File: src/rtl/division_station_mlane_if.sv
// Issue/commit bundle of the multi-lane division station.
// The master side is the issuing client plus commit arbiter; the slave side is the station.
interface division_station_mlane_if #(
  parameter int LANES = 3,
  parameter int WIDTH = 32,
  parameter int TAG_W = 4
);
  logic                   iFlush;
  logic                   iIssueValid;
  logic                   oIssueReady;
  logic [LANES*WIDTH-1:0] iDividend;
  logic [LANES*WIDTH-1:0] iDivisor;
  logic [2:0]             iScale;
  logic [TAG_W-1:0]       iTag;
  logic                   oBusy;
  logic                   oCommitRequest;
  logic                   iCommitGranted;
  logic [LANES*WIDTH-1:0] oResult;
  logic [TAG_W-1:0]       oTag;
  logic [LANES-1:0]       oDivByZero;
  logic [LANES-1:0]       oOverflow;

  modport master (
    output iFlush, iIssueValid, iDividend, iDivisor, iScale, iTag, iCommitGranted,
    input  oIssueReady, oBusy, oCommitRequest, oResult, oTag, oDivByZero, oOverflow
  );

  modport slave (
    input  iFlush, iIssueValid, iDividend, iDivisor, iScale, iTag, iCommitGranted,
    output oIssueReady, oBusy, oCommitRequest, oResult, oTag, oDivByZero, oOverflow
  );
endinterface

File: src/rtl/division_station_mlane.sv
// Multi-lane signed fixed-point division station: lock-step restoring dividers on
// 2*WIDTH-bit magnitudes, with divide-by-zero/overflow saturation and a held commit.
module division_station_mlane #(
  parameter int LANES = 3,
  parameter int WIDTH = 32,
  parameter int FRAC  = 17,
  parameter int TAG_W = 4
) (
  input logic Clock,
  input logic Reset,
  division_station_mlane_if.slave bus
);

  localparam int DW = 2 * WIDTH;
  localparam int CW = $clog2(DW);
  localparam logic signed [WIDTH-1:0] Q_MAX = {1'b0, {(WIDTH-1){1'b1}}};
  localparam logic signed [WIDTH-1:0] Q_MIN = {1'b1, {(WIDTH-1){1'b0}}};
  localparam logic [DW-1:0] MAG_LIM = DW'(1) << (WIDTH - 1);

  typedef enum logic [1:0] {IDLE, CALC, SIGN, COMMIT} state_t;

  state_t state, stateNext;
  logic [CW-1:0] cnt;
  logic          accept;

  logic [DW-1:0]    remP   [LANES];
  logic [DW-1:0]    quoP   [LANES];
  logic [DW-1:0]    divMag [LANES];
  logic [LANES-1:0] negRes;
  logic [LANES-1:0] negDvd;

  logic [LANES*WIDTH-1:0] resultR;
  logic [TAG_W-1:0]       tagR;
  logic [LANES-1:0]       dzR;
  logic [LANES-1:0]       ovfR;

  // Sign-extend to 2*WIDTH, optionally pre-scale, and return the magnitude.
  function automatic logic [DW-1:0] magOf(input logic signed [WIDTH-1:0] v, input logic sh);
    logic signed [DW-1:0] x;
    x = {{WIDTH{v[WIDTH-1]}}, v};
    if (sh) x = x <<< FRAC;
    return x[DW-1] ? -x : x;
  endfunction

  // One restoring step: shift the next dividend bit into the remainder, subtract if it fits.
  function automatic logic [2*DW-1:0] restoreStep(input logic [DW-1:0] rem, quo, div);
    logic [DW:0]   trial;
    logic [DW-1:0] diff;
    trial = {rem, quo[DW-1]};
    diff  = trial[DW-1:0] - div;
    if (trial >= {1'b0, div}) return {diff, quo[DW-2:0], 1'b1};
    return {trial[DW-1:0], quo[DW-2:0], 1'b0};
  endfunction

  // Returns {divByZero, overflow, quotient} for one lane.
  function automatic logic [WIDTH+1:0] saturate(input logic [DW-1:0] qMag,
                                                input logic neg, divZero, dvdNeg);
    logic [WIDTH-1:0] lo;
    lo = qMag[WIDTH-1:0];
    if (divZero) return {2'b10, dvdNeg ? Q_MIN : Q_MAX};
    if (neg) begin
      if (qMag > MAG_LIM) return {2'b01, Q_MIN};
      return {2'b00, -lo};
    end
    if (qMag >= MAG_LIM) return {2'b01, Q_MAX};
    return {2'b00, lo};
  endfunction

  assign accept = (state == IDLE) && bus.iIssueValid && !bus.iFlush;

  always_ff @(posedge Clock) begin
    if (Reset) state <= IDLE;
    else       state <= stateNext;
  end

  always_comb begin
    stateNext = state;
    if (bus.iFlush) begin
      stateNext = IDLE;
    end else begin
      case (state)
        IDLE:    if (bus.iIssueValid) stateNext = CALC;
        CALC:    if (cnt == CW'(DW - 1)) stateNext = SIGN;
        SIGN:    stateNext = COMMIT;
        COMMIT:  if (bus.iCommitGranted) stateNext = IDLE;
        default: stateNext = IDLE;
      endcase
    end
  end

  always_ff @(posedge Clock) begin
    if (Reset) begin
      resultR <= '0;
      tagR    <= '0;
      dzR     <= '0;
      ovfR    <= '0;
      cnt     <= '0;
    end else begin
      case (state)
        // Issue capture: quotient register is preloaded with the dividend magnitude.
        IDLE: if (accept) begin
          tagR <= bus.iTag;
          cnt  <= '0;
          for (int l = 0; l < LANES; l++) begin
            quoP[l]   <= magOf(bus.iDividend[l*WIDTH +: WIDTH], !bus.iScale[2] && bus.iScale[1]);
            divMag[l] <= magOf(bus.iDivisor[l*WIDTH +: WIDTH],  !bus.iScale[2] && bus.iScale[0]);
            remP[l]   <= '0;
            negRes[l] <= bus.iDividend[l*WIDTH + WIDTH - 1] ^ bus.iDivisor[l*WIDTH + WIDTH - 1];
            negDvd[l] <= bus.iDividend[l*WIDTH + WIDTH - 1];
          end
        end
        // Iteration: all lanes advance one quotient bit per edge.
        CALC: begin
          cnt <= cnt + 1'b1;
          for (int l = 0; l < LANES; l++)
            {remP[l], quoP[l]} <= restoreStep(remP[l], quoP[l], divMag[l]);
        end
        // Sign/saturation: apply the result sign and clamp to the WIDTH range.
        SIGN: if (!bus.iFlush) begin
          for (int l = 0; l < LANES; l++)
            {dzR[l], ovfR[l], resultR[l*WIDTH +: WIDTH]} <=
              saturate(quoP[l], negRes[l], divMag[l] == '0, negDvd[l]);
        end
        default: ;
      endcase
    end
  end

  assign bus.oIssueReady    = (state == IDLE);
  assign bus.oBusy          = (state != IDLE);
  assign bus.oCommitRequest = (state == COMMIT);
  assign bus.oResult        = resultR;
  assign bus.oTag           = tagR;
  assign bus.oDivByZero     = dzR;
  assign bus.oOverflow      = ovfR;

endmodule

File: src/flat_wrapper.sv
// flat-port wrapper written by rule: the top's interface ports become plain ports
module division_station_mlane_flat 
#(
  parameter int LANES = 3,
  parameter int WIDTH = 32,
  parameter int FRAC  = 17,
  parameter int TAG_W = 4
)
  (Clock, Reset, bus_iFlush, bus_iIssueValid, bus_iDividend, bus_iDivisor, bus_iScale, bus_iTag, bus_iCommitGranted, bus_oIssueReady, bus_oBusy, bus_oCommitRequest, bus_oResult, bus_oTag, bus_oDivByZero, bus_oOverflow);
  division_station_mlane_if #(.LANES(LANES), .WIDTH(WIDTH), .TAG_W(TAG_W)) bus_i ();
  input logic Clock;
  input logic Reset;
  input wire logic [$bits(bus_i.iFlush)-1:0] bus_iFlush;
  input wire logic [$bits(bus_i.iIssueValid)-1:0] bus_iIssueValid;
  input wire logic [$bits(bus_i.iDividend)-1:0] bus_iDividend;
  input wire logic [$bits(bus_i.iDivisor)-1:0] bus_iDivisor;
  input wire logic [$bits(bus_i.iScale)-1:0] bus_iScale;
  input wire logic [$bits(bus_i.iTag)-1:0] bus_iTag;
  input wire logic [$bits(bus_i.iCommitGranted)-1:0] bus_iCommitGranted;
  output wire logic [$bits(bus_i.oIssueReady)-1:0] bus_oIssueReady;
  output wire logic [$bits(bus_i.oBusy)-1:0] bus_oBusy;
  output wire logic [$bits(bus_i.oCommitRequest)-1:0] bus_oCommitRequest;
  output wire logic [$bits(bus_i.oResult)-1:0] bus_oResult;
  output wire logic [$bits(bus_i.oTag)-1:0] bus_oTag;
  output wire logic [$bits(bus_i.oDivByZero)-1:0] bus_oDivByZero;
  output wire logic [$bits(bus_i.oOverflow)-1:0] bus_oOverflow;
  assign bus_i.iFlush = bus_iFlush;
  assign bus_i.iIssueValid = bus_iIssueValid;
  assign bus_i.iDividend = bus_iDividend;
  assign bus_i.iDivisor = bus_iDivisor;
  assign bus_i.iScale = bus_iScale;
  assign bus_i.iTag = bus_iTag;
  assign bus_i.iCommitGranted = bus_iCommitGranted;
  assign bus_oIssueReady = bus_i.oIssueReady;
  assign bus_oBusy = bus_i.oBusy;
  assign bus_oCommitRequest = bus_i.oCommitRequest;
  assign bus_oResult = bus_i.oResult;
  assign bus_oTag = bus_i.oTag;
  assign bus_oDivByZero = bus_i.oDivByZero;
  assign bus_oOverflow = bus_i.oOverflow;
  division_station_mlane #(.LANES(LANES), .WIDTH(WIDTH), .FRAC(FRAC), .TAG_W(TAG_W)) u_core (.Clock(Clock), .Reset(Reset), .bus(bus_i));
endmodule
File: config.mk
export PLATFORM = sky130hd
export DESIGN_NAME = division_station_mlane_flat
export DESIGN_NICKNAME = d
export VERILOG_FILES = /design/src/rtl/division_station_mlane_if.sv /design/src/rtl/division_station_mlane.sv /design/src/flat_wrapper.sv
export SDC_FILE = /design/constraint.sdc
export NUM_CORES = 2
export LEC_CHECK = 0
export ABC_CLOCK_PERIOD_IN_PS = 29400
export CAP_MARGIN = 20
export CORE_MARGIN = 2
export CORE_UTILIZATION = 24
export CTS_CLUSTER_DIAMETER = 150
export DETAILED_ROUTE_END_ITERATION = 8
export PLACE_DENSITY = 0.43
export RECOVER_POWER = 100
export SLEW_MARGIN = 20
export SYNTH_ARGS = -nofsm -noshare
export SYNTH_HDL_FRONTEND = slang
export SYNTH_SLANG_ARGS = --single-unit
File: constraint.sdc
create_clock -name Clock -period 29.4 [get_ports Clock]
set_input_delay 5.88 -clock Clock [delete_from_list [all_inputs] [get_ports Clock]]
set_output_delay 5.88 -clock Clock [all_outputs]
set_load 0.005 [all_outputs]
### Yosys cells after proc, flatten, opt, wreduce, memory -nomap -nowiden

Memories as Yosys holds them, arrays and structs flattened.
Cells that the tools add are included.

| storage, ports and cells | value |
|---|---|
| register bits | 504 |
| memory bits (writable) | 192 |
| logic and storage cells | 218 |
| memories kept | 1 |

| cells by class | value |
|---|---|
| add/sub/neg operators | 13 |
| $lt $le $gt $ge | 9 |
| equality and inequality tests | 8 |
| multiplexer cells | 149 |
| bitwise gates (word level) | 5 |
| reductions and logical operators | 19 |

Memory list:

| name | depth | bits a word | read ports | clocked after memory_dff | wr ports | line | text |
|---|---|---|---|---|---|---|---|
| u_core.divMag | 3 | 64 | 3 | 0 | 3 | division_station_mlane.sv:28 | `logic [DW-1:0] divMag [LANES];` |

Operator list:

| operator | count |
|---|---|
| 64-bit 2-to-1 mux | 24 |
| 34-bit 2-to-1 mux | 24 |
| 128-bit 2-to-1 mux | 6 |
| 192-bit case mux with 2 select lines | 2 |
| 192-bit 2-to-1 mux | 2 |
| 64-bit negation | 6 |
| 48-bit 2-to-1 mux | 6 |
| 65-bit by 64-bit greater-or-equal comparator with 1-bit output | 3 |
| 64-bit by 32-bit greater-or-equal comparator with 1-bit output, second input constant | 3 |
| 64-bit by 32-bit > comparator with 1-bit output, second input constant | 3 |
| 64-bit logical NOT | 3 |
| 64-bit subtractor | 3 |
| 32-bit 2-to-1 mux | 3 |
| 32-bit negation | 3 |
| 1-bit 2-to-1 mux | 76 |
| 6-bit case mux with 2 select lines | 1 |
| 3-bit AND reduction | 3 |
| 2-bit case mux with 4 select lines | 1 |
| 6-bit by 1-bit adder with 6-bit output, second input constant | 1 |
| 6-bit equality test, second input constant | 1 |
| 2-bit 2-to-1 mux | 3 |
| 6-bit 2-to-1 mux | 1 |
| 2-bit AND reduction | 3 |
| 2-bit equality test, second input constant | 2 |
| 10 further kinds | 20 |

### Logic depth before layout (Yosys ltp)

| logic depth | value |
|---|---|
| depth in word-level cells | 17 |
| mapped depth | 19 |
| gate-level depth less buffers | 14 |

### Worst setup path before layout

OpenSTA, ideal clock, no wires.

| path | value |
|---|---|
| path kind | input-to-reg |
| start point | in bus_iIssueValid |
| end point | reg u_core.quoP[0] (netlist bit) (enable) |
| library setup time | 1140 ps |
| arrival | 22629 ps |
| required time | 28260 ps |
| setup slack | 5631 ps |
| stages | 6 |
| path buffers | 1 |
| cell sequence | nand2_1 or2_2 clkbuf_1 o21ai_0 inv_1 nor2_1 |

| on the way | value |
|---|---|
| word-level cells in the longest chain between the ends | 4 |

RTL lines:

| item | line | text |
|---|---|---|
| start, declared | flat_wrapper.sv:14 | `input wire logic [$bits(bus_i.iIssueValid)-1:0] bus_iIssueValid;` |
| 1-bit logical AND (2 in a row) | division_station_mlane.sv:69 | `assign accept = (state == IDLE) && bus.iIssueValid && !bus.iFlush;` |
| 2-bit by 1-bit inequality test with 1-bit output (no source line) | - |  |
| 3-bit AND reduction (no source line) | - |  |
| end signal, assigned by index | division_station_mlane.sv:105 | `quoP[l] <= magOf(bus.iDividend[l*WIDTH +: WIDTH], !bus.iScale[2] && bus.iScale[1]);` |
| end signal, assigned by index | division_station_mlane.sv:116 | `{remP[l], quoP[l]} <= restoreStep(remP[l], quoP[l], divMag[l]);` |
| end, declared | division_station_mlane.sv:27 | `logic [DW-1:0] quoP [LANES];` |

No other way between the ends.
A chain may end at the register's enable or synchronous reset.

### Worst setup path after layout

| path | value |
|---|---|
| start point | in bus_iFlush |
| end point | reg u_core.remP[35] (netlist bit) (enable) |

| on the way | value |
|---|---|
| word-level cells in the longest chain between the ends | 4 |

RTL lines:

| item | line | text |
|---|---|---|
| start, declared | flat_wrapper.sv:13 | `input wire logic [$bits(bus_i.iFlush)-1:0] bus_iFlush;` |
| 1-bit logical NOT | division_station_mlane.sv:69 |  |
| 1-bit logical AND | division_station_mlane.sv:69 |  |
| 2-bit by 1-bit inequality test with 1-bit output (no source line) | - |  |
| 3-bit AND reduction (no source line) | - |  |
| end signal, assigned by index | division_station_mlane.sv:116 |  |
| end, declared | division_station_mlane.sv:26 | `logic [DW-1:0] remP [LANES];` |

No other way between the ends.

==> implementation parameters <==
Parameter                              Value

Min path
  Tightest Hold Check Type    flop to flop
  Worst Hold End    u_core.bus.oDivByZero[0]$_SDFFE_PP0P_
  Hold path depth    2
  Startpoint of the tightest hold check path    u_core.bus.oDivByZero[0]$_SDFFE_PP0P_

Detailed routing
  Ratio of routed vias to standard cells    5.097
  Drt first pass iters    5
  Average wire per standard cell    20.29 um
  Remaining DRCs    0
  Overall routed net length    184,300 um
  First DRT Iteration DRCs    4,053
  Remaining antenna violation count    0
  Vias after detailed routing    46,297

Global routing
  Overall track demand over capacity in global routing    16.30%
  Largest net degree at the start of global routing    149
  Via count of the first global-routing pass    44,038
  Wire length of the first global-routing pass    277,900 um
  Antenna violations before repair    29
  GR Overflow Total    0

Outcome
  Result of the run    complete, but fails checks
  Failing checks    capacitance limit, slew limit

Clock tree
  Count of instances resized after the clock tree is built    0
  Clock slew seen by the registers of the worst setup and hold paths    60 ps
  Count of hold-fix buffers inserted at cts    0
  Num CTS Buffers    92
  Worst-skew pair later-pin latency    730 ps
  CTS tree    built
  Number of setup buffers added after CTS    0
  Maximum count of clock buffers along a single path    3
  Clock root cell    sky130_fd_sc_hd__clkbuf_16
  Clk sink count    696
  H-Tree Depth    3

Timing
  Total negative slack for setup checks    0 ps
  Number of pins exceeding their max-slew limit in the final report    1,669
  Maximum frequency from static timing analysis    57.21 MHz
  Worst max-slew margin expressed relative to the limit    -456.3%
  Worst setup skew after layout    56.94 ps
  Setup repair after global routing missed its margin    false
  Final Setup Violations    0
  Post-route worst setup slack    11,920 ps
  Time the worst path needs with I/O delays and setup    17,480 ps
  Worst hold slack across all endpoints    451.5 ps
  Share of the cycle needed by the critical path after routing    59.45%
  Worst Tran Pin Value    8344 ps
  Hold Fails Final Rpt    0

Floorplan
  Chip width    466.2 um
  Core area    212,300 um2
  Die height    466.2 um
  Site Rows    169
  Die Footprint    217,300 um2
  Initial standard-cell utilization of the core    24.15%
  Top-Level Pins    313

Critical path
  Register-to-register setup slack    16,070 ps
  Capturing point of the worst reg2reg path    u_core.remP[35]$_SDFFCE_PN0P_
  Worst path arrival time    17,800 ps
  CP max-delay cell    sky130_fd_sc_hd__clkbuf_1
  CP Data Required Time    29,720 ps
  Critical Path Sink Type    flop
  Largest driver fanout on the critical path    136
  Startpoint of the worst register-to-register path    u_core.state[1]$_SDFFE_PP0P_
  Cell type with the highest occurrence count on the critical path    sky130_fd_sc_hd__clkbuf_1
  Logic depth of the worst register-to-register path    9
  Largest stage delay on the critical path    5960 ps
  Cell-by-cell listing of the critical path    dlygate4sd3_1, or2_0, o21ai_0, inv_1, nor2_4, clkbuf_1, clkbuf_1, buf_4
  Element type at the critical path start    input port
  Worst Setup Path Type    input port to flop

Final layout
  End-of-flow core utilization    28.40%
  Multi-input gate area    29,190 um2
  Ratio of cells with drive above 1 in the final layout    4.155%
  Sequential Area    19,760 um2
  Layout overhead on the synthesized area    17.61%
  Number of nets in the layout    6,593
  # fillers    22,872

Pwr
  IR drop worst, VDD    49.91 uV
  Clock power share    42.5%
  Net switching fraction of the power    28.72%
  Logic gate share of total power    17.2%
  Net switching power    0.8237 mW
  Internal power contribution    2.044 mW
  Proportion of power drawn by flip-flops and latches    40.2%
  Power density cells    47.57 nW/um2
  Design Power    2.868 mW
  Lkg Pwr    22.33 nW

Synth
  Sequential-to-total area share from yosys stat    38.54%
  Library cell occupying the most area in the post-synthesis netlist    sky130_fd_sc_hd__edfxtp_1
  Most common flop cell mapped by yosys    sky130_fd_sc_hd__edfxtp_1
  Post-Synthesis Cells    6,050
  Top-area cell type share of the netlist area    34.09%
  Distinct cells, synth    88
  Mean cell area of the mapped netlist    8.474 um2
  Number of warnings reported in the yosys synthesis log    0
  Share of synthesized registers carrying an async set or reset    0%
  Top cells by area, synth    sky130_fd_sc_hd__edfxtp_1 34%, sky130_fd_sc_hd__ha_1 5.0%, sky130_fd_sc_hd__nor2_1 5.0%, sky130_fd_sc_hd__a21oi_1 4.9%, sky130_fd_sc_hd__nand2_1 4.6%
  Synthesized cell area    51,270 um2
  Number of synthesized flops with an enable pin    582
  Synthesis-stage register bit count    696

Place
  Buffers on Ports    312
  DP Worst Slack    18,320 ps
  Gpl congestion    0.8852
  Dpl hpwl    137,500 um

Flow run
  Max-cap violations    27
[routing by layer]
| metal | wire (um) | vias to the layer above | track usage, % |
|---|---|---|---|
| met2 | 75460 | 1467 | 23.69 |
| met4 | 4112 | 22 | 3.967 |
| met3 | 11870 | 236 | 2.580 |
| met5 | 131 | - | 0 |
| li1 | - | 22393 | - |
| met1 | 92680 | 22179 | 24.78 |
[synthesized netlist by cell type, drive strengths merged (26+ instances only)]
master	n
xor2	177
dfxtp	114
o31ai	59
clkbuf	320
nand4	99
nand2	623
nor3	193
edfxtp	582
o21bai	50
or3	72
ha	206
nand2b	36
a21oi	500
nor4	125
buf	49
nor2b	46
o21a	26
or2	34
nand3	88
o311ai	43
a22o	50
a31oi	55
xnor2	219
mux2i	196
inv	309
o22ai	33
and2	64
nor2	679
and3	40
o211ai	29
o21ai	446
a21o	107
a211oi	86
[flip-flops by register name (all words and copies together), names as in the netlist]
name / cells
u_core.cnt: 6
u_core.state: 2
u_core.divMag: 192
u_core.bus.oOverflow: 3
u_core.bus.oTag: 4
u_core.bus.oResult: 96
u_core.bus.oDivByZero: 3
u_core.negDvd: 3
u_core.quoP: 192
u_core.negRes: 3
u_core.remP: 192
[placed cells by master (no fill, tap or decap), drive strengths merged, types with 36 or more instances in the layout]
master / netlist / routed
nor2: 679 / 679
o21bai: 50 / 50
xor2: 177 / 177
dlygate4sd3: 0 / 113
edfxtp: 582 / 582
nand2: 623 / 623
o31ai: 59 / 59
nand4: 99 / 99
nand2b: 36 / 36
nor3: 193 / 193
a22o: 50 / 50
inv: 309 / 315
clkdlybuf4s50: 0 / 192
a21oi: 500 / 500
xnor2: 219 / 219
and3: 40 / 40
a31oi: 55 / 55
o311ai: 43 / 43
nor4: 125 / 125
o21ai: 446 / 446
mux2i: 196 / 196
a211oi: 86 / 86
nand3: 88 / 88
ha: 206 / 206
a21o: 107 / 107
conb: 1 / 45
or3: 72 / 72
dfxtp: 114 / 114
clkbuf: 320 / 144
nor2b: 46 / 46
and2: 64 / 64
[worst max-delay path, delay by kind of cell]
kind / cells / cell delay [ps]
and+or+nand+nor: 2 / 550
buffers and inverters: 5 / 10710
AOI/OAI and AO/OA: 1 / 290
[final cells by class]
cell class                 instances  area share (%)
multi-input combinational       4718           48.41
sequential                       696           32.77
clock buffer                     120           4.266
tap                             2821           5.854
inverter                         311           1.949
clock inverter                    51           1.139
timing repair buffer             361           5.586
antenna                            5         0.02075
[worst max-delay path by stage]
| stage | endpoint | from | slack, ps | cells after the start |
|---|---|---|---|---|
| after global routing | u_core.remP[68]$_SDFFCE_PN0P_ | bus_iFlush | 10680 | 8 |
| after detailed placement | u_core.quoP[108]$_DFFE_PP_ | bus_iScale[2] | 18320 | 13 |
| after global placement | u_core.quoP[108]$_DFFE_PP_ | bus_iScale[2] | 18410 | 13 |
| after floorplan | u_core.quoP[0]$_DFFE_PP_ | bus_iIssueValid | 5630 | 6 |
| after CTS | u_core.quoP[108]$_DFFE_PP_ | bus_iScale[2] | 19130 | 13 |
| final | u_core.remP[35]$_SDFFCE_PN0P_ | bus_iFlush | 11920 | 8 |
[cells by family (layout without fill, tap and decap cells)]
family	after synthesis	count (layout)	synth area share, %
AND/OR/NAND/NOR	2170	2170	19.76
AO/OA/AOI/OAI	1689	1689	20.67
flip-flops	696	696	38.54
buffers and inverters	680	843	4.998
XOR/XNOR	396	396	6.765
adder cells (fa/ha/maj)	209	209	5.144
multiplexers	209	209	4.112
other	1	50	0.007314
[stage by stage]
| stage | cell area (um2) | std cells |
|---|---|---|
| floorplan | 51430 | 6094 |
| global placement | 57210 | 8907 |
| detailed placement | 57220 | 8907 |
| CTS | 60480 | 9078 |
| global route | 60290 | 9080 |
| finish | 60300 | 9083 |
[power by group through the flow]
stage	logic (mW)	registers (mW)	clock network [mW]
after floorplan	0.330	1.17	0
after global placement	0.490	1.17	0
after detailed placement	0.490	1.17	0
after CTS	0.492	1.15	1.26
after global routing	0.549	1.16	1.29
final	0.495	1.15	1.22
(Power assumes the default switching activity.)
